[config.mk]
export PLATFORM = sky130hd
export DESIGN_NAME = io_timer_irq
export DESIGN_NICKNAME = d
export VERILOG_FILES = /design/src/rtl/io_timer_irq.sv
export SDC_FILE = /design/constraint.sdc
export NUM_CORES = 1
export LEC_CHECK = 0
export CAP_MARGIN = 25
export CELL_PAD_IN_SITES_DETAIL_PLACEMENT = 1
export CELL_PAD_IN_SITES_GLOBAL_PLACEMENT = 1
export CORE_MARGIN = 5
export CORE_UTILIZATION = 50
export DETAILED_ROUTE_END_ITERATION = 6
export DONT_BUFFER_PORTS = 1
export PLACE_DENSITY_LB_ADDON = 0.08
export SLEW_MARGIN = 10
export SYNTH_ARGS = -nofsm -noshare
export SYNTH_HDL_FRONTEND = slang
export SYNTH_SLANG_ARGS = --single-unit
export TNS_END_PERCENT = 20
[constraint.sdc]
create_clock -name clk -period 3.3 [get_ports clk]
set_input_delay 0.495 -clock clk [delete_from_list [all_inputs] [get_ports clk]]
set_output_delay 0.495 -clock clk [all_outputs]
set_load 0.005 [all_outputs]
[src/rtl/io_timer_irq.sv]
// io_timer_irq: write-only memory-mapped prescaled 32-bit timer with compare match
// and a level interrupt for the core's interrupt_0 input.
module io_timer_irq #(
    parameter logic [9:0] BASE_ADR = 10'h3F0
) (
    input  logic        clk,
    input  logic        rst,
    input  logic [9:0]  st_adr_io,
    input  logic [31:0] st_data_io,
    input  logic [3:0]  st_we_io,
    output logic        interrupt_0,
    output logic        timer_hit,
    output logic [31:0] count_out
);
    logic [2:0]  ctrl_q, ctrl_d;
    logic [15:0] presc_q, presc_d, pcnt_q, pcnt_d;
    logic [31:0] cmp_q, cmp_d, cnt_q, cnt_d;
    logic        pend_q, pend_d, hit_q, hit_d;
    logic [9:0]  off;
    logic [4:0]  sel;
    logic        tick, match, iclr, en_rise;

    function automatic logic [31:0] bmerge(input logic [31:0] o, input logic [31:0] n,
                                           input logic [3:0] be);
        logic [31:0] r;
        for (int k = 0; k < 4; k++) r[8*k +: 8] = be[k] ? n[8*k +: 8] : o[8*k +: 8];
        return r;
    endfunction

    always_comb begin
        off = st_adr_io - BASE_ADR;
        sel = '0;
        if (|st_we_io && off < 10'd5) sel[off[2:0]] = 1'b1;
        en_rise = sel[0] && st_we_io[0] && st_data_io[0] && !ctrl_q[0];
        iclr = sel[3] && st_we_io[0] && st_data_io[0];
        tick = ctrl_q[0] && pcnt_q == presc_q;
        // A CNT store overrides the tick, so no match is evaluated on that cycle.
        match = tick && !sel[4] && cnt_q == cmp_q;
        ctrl_d = sel[0] && st_we_io[0] ? st_data_io[2:0] : ctrl_q;
        presc_d[7:0] = sel[1] && st_we_io[0] ? st_data_io[7:0] : presc_q[7:0];
        presc_d[15:8] = sel[1] && st_we_io[1] ? st_data_io[15:8] : presc_q[15:8];
        cmp_d = sel[2] ? bmerge(cmp_q, st_data_io, st_we_io) : cmp_q;
        pcnt_d = !ctrl_q[0] ? (en_rise ? 16'd0 : pcnt_q) : (tick ? 16'd0 : pcnt_q + 16'd1);
        cnt_d = sel[4] ? bmerge(cnt_q, st_data_io, st_we_io) :
                tick ? (match && ctrl_q[1] ? 32'd0 : cnt_q + 32'd1) : cnt_q;
        pend_d = match || (pend_q && !iclr);
        hit_d = match;
    end

    always_ff @(posedge clk or posedge rst) begin
        if (rst) begin
            ctrl_q  <= '0;
            presc_q <= '0;
            cmp_q   <= 32'hFFFF_FFFF;
            cnt_q   <= '0;
            pcnt_q  <= '0;
            pend_q  <= 1'b0;
            hit_q   <= 1'b0;
        end else begin
            ctrl_q  <= ctrl_d;
            presc_q <= presc_d;
            cmp_q   <= cmp_d;
            cnt_q   <= cnt_d;
            pcnt_q  <= pcnt_d;
            pend_q  <= pend_d;
            hit_q   <= hit_d;
        end
    end

    assign interrupt_0 = pend_q & ctrl_q[2];
    assign timer_hit   = hit_q;
    assign count_out   = cnt_q;
endmodule
==> qor.yml <==
outcome:
  status: "completed"
final_layout:
  synthToLayoutAreaGrowth_pct: 6.62
  fill_cells: 1313
  drive_above_1_share_pct: 22.7
  layout.nets: 639
  fin_util_pct: 53.9
  diodes: 0
critical_path:
  max_stage_delay_ns: 0.48
  worst-path-buf-inv: 1
  crit_path_cell_trace: "xnor2_1 -> nand4_1 -> nor4_4 -> nand3_2 -> buf_4 -> a32oi_1 -> o21ai_1"
  regToRegSetupSlack_ns: 0.51
  required_ns: 3.53
  critical_path.endpoint_type: "flip-flop"
  crit_arrival_ns: 3.03
  crit_fanout: 15
  path_delay_family: "simple AND/OR/NAND/NOR gates"
  crit_type: "flip-flop to flip-flop"
  slowest_stage: "dfrtp_1"
  start_kind: "flip-flop"
sta:
  rsz0062_at_grt: "false"
  clock.fmax_mhz: 358
  finalSetupViolCount: 0
  max_slew_margin_pct: 48.4
  final.min_clock_period_ns: 2.79
  period_share_pct: 84.7
  clock-skew-final_ns: 0.0108
  hold_violations: 0
  drv_slew: 0
  tightest_slew_ns: 0.775
  tns_ns: 0
routing:
  ant_nets: 0
  vias: 4907
  wl_per_cell_um: 25.4
  drt_iter0_drc: 323
  vias_per_cell: 6.62
  drc_errors: 0
  routed_wl_mm: 18.8
  drt_first_pass_iters: 5
grt:
  grt_usage_pct: 26.8
  grt.busiest_layer: "met2"
  grt_pass1_wl_mm: 29.9
  grt_pass1_vias: 5232
  use_met2_pct: 45.7
  antenna_found_initial: 0
  grt_overflow: 0
  grt_max_degree: 60
  met3_usage_pct: 7.12
  met1_usage_pct: 33.2
floorplanning:
  coreArea_um2: 11900
  initial_core_util_pct: 50.6
  die-width_um: 120
  fp.dieH_um: 120
  rows: 40
  io_pins: 82
  dieArea_um2: 14300
logic_synthesis:
  ys_async_sr_fraction_pct: 100
  synth_most_common_cell: "dfrtp_1"
  yosys.area.top_type: "dfrtp_1"
  synth_top_area_share_pct: 28.7
  synth_area_leaders: "dfrtp_1, dfstp_2, mux2_2, xnor2_1, nand4_1"
  synth_cell_types: 69
  synth_cells: 597
  synth_nets: 647
  synth_top_cells_by_count: "dfrtp_1, mux2_2, nand2_1"
  synth_ff_type: "dfrtp_1"
  synth-edff-count: 0
  syn_avg_cell_area_um2: 10.1
  yosys_warnings: 0
  synth.ff_latch_count: 101
  synthesis.area_um2: 6030
  yosysSeqAreaShare_pct: 42.6
clock_tree:
  numCtsBuffers: 9
  cts_tree: "yes"
  htree_levels: 3
  cts_buffer_depth: 2
  clkSlewWorstSetupHoldPaths_ns: 0.07
  hold_buffers: 0
  clockRootBuffer: "clkbuf_16"
  cts.sink_count: 101
  cts_resized: 0
  clk_latency_ns: 0.36
  cts_setup_buffers: 0
place:
  place.gp.congestion: 0.884
  portBuffers: 0
  hpwl_mm: 14.2
power:
  vdd_drop_max_mv: 0.400
  powerDensity_nw_per_um2: 421
  leakagePower_nw: 2.46
flow_run:
  maxCapViolations: 0
min_path:
  hold_class: "input port to async pin"
[cell families (layout without fill, tap and decap cells)]
| logic type | count (synthesis) | in the layout | share of synthesized area [%] |
|---|---|---|---|
| adders and majority gates | 2 | 2 | 0.415 |
| and+or+nand+nor | 223 | 223 | 21.7 |
| DFF | 101 | 101 | 42.6 |
| muxes | 53 | 53 | 9.88 |
| buffers and inverters | 41 | 38 | 3.36 |
| xor gates and xnor gates | 52 | 52 | 7.56 |
| AOI/OAI and AO/OA | 125 | 125 | 14.4 |
[worst paths after layout]
path	startpoint	end	cells after the start
worst max-delay path	count_out[12]	count_out[31]	7
worst min-delay path	rst	ctrl_q[0]	1
worst max register to register	count_out[12]	count_out[31]	7
worst min register to register	ctrl_q[2]	ctrl_q[2]	1
max in group asynchronous	rst	cmp_q[25]	2
min in group clk	st_data_io[8]	count_out[8]	2
[final cells by class]
cell class,count,area [um2],share of cell area (%)
clock buffer,10,229,3.56
sequential,101,2570,40.0
clock inverter,6,65.1,1.01
timing repair buffer,7,65.1,1.01
inverter,15,58.8,0.915
multi-input combinational,455,3260,50.7
tap,147,184,2.86
[registers in the layout (all words and copies together), names as in the netlist]
signal,count
cmp_q,32
count_out,32
presc_q,16
timer_hit,1
pend_q,1
pcnt_q,16
ctrl_q,3
[per-stage QoR]
step	setup WS, ns	instances	power (mW)	cell area [um2]	hold WS, ns
2_1_floorplan	0.211	597	1.57	6030	0.460
3_3_place_gp	0.617	725	1.63	6130	0.456
3_5_place_dp	0.566	725	1.65	6130	0.466
4_1_cts	0.537	741	2.72	6420	0.0762
5_1_grt	0.410	741	2.82	6420	0.0979
6_report	0.505	741	2.70	6420	0.0560
[layer usage]
metal  part of all wire, %  vias to the layer above  routed length [um]
met4                   2.3                        0                 439
met5                     0                        -                   0
met3                   6.3                       32                1180
met1                    41                     2519                7680
li1                      -                     2202                   -
met2                    51                      154                9510
[where the power goes]
part,internal (mW),switching [mW],leakage (nW)
Combinational,0.0977,0.133,1.14
Clock,0.587,0.494,0.131
Sequential,1.30,0.0915,1.19
Total,1.98,0.718,2.46
[cell usage in the layout (no fill, tap or decap), drive strengths merged, types with 3 or more instances in the layout]
master	n
dfrtp	69
mux2	52
nand2	52
xnor2	47
nand3	33
dfstp	32
nand4	31
nor2	29
a21oi	26
o21ai	25
a31oi	23
inv	15
nor3	15
a32oi	14
and2	12
nor4	12
and3	10
clkbuf	10
o211ai	7
buf	7
nand2b	6
a2bb2oi	6
xor2	5
and4	4
nor2b	4
a22o	4
clkinvlp	4
nand4b	3
or4	3
a211oi	3
(Power assumes the default switching activity.)
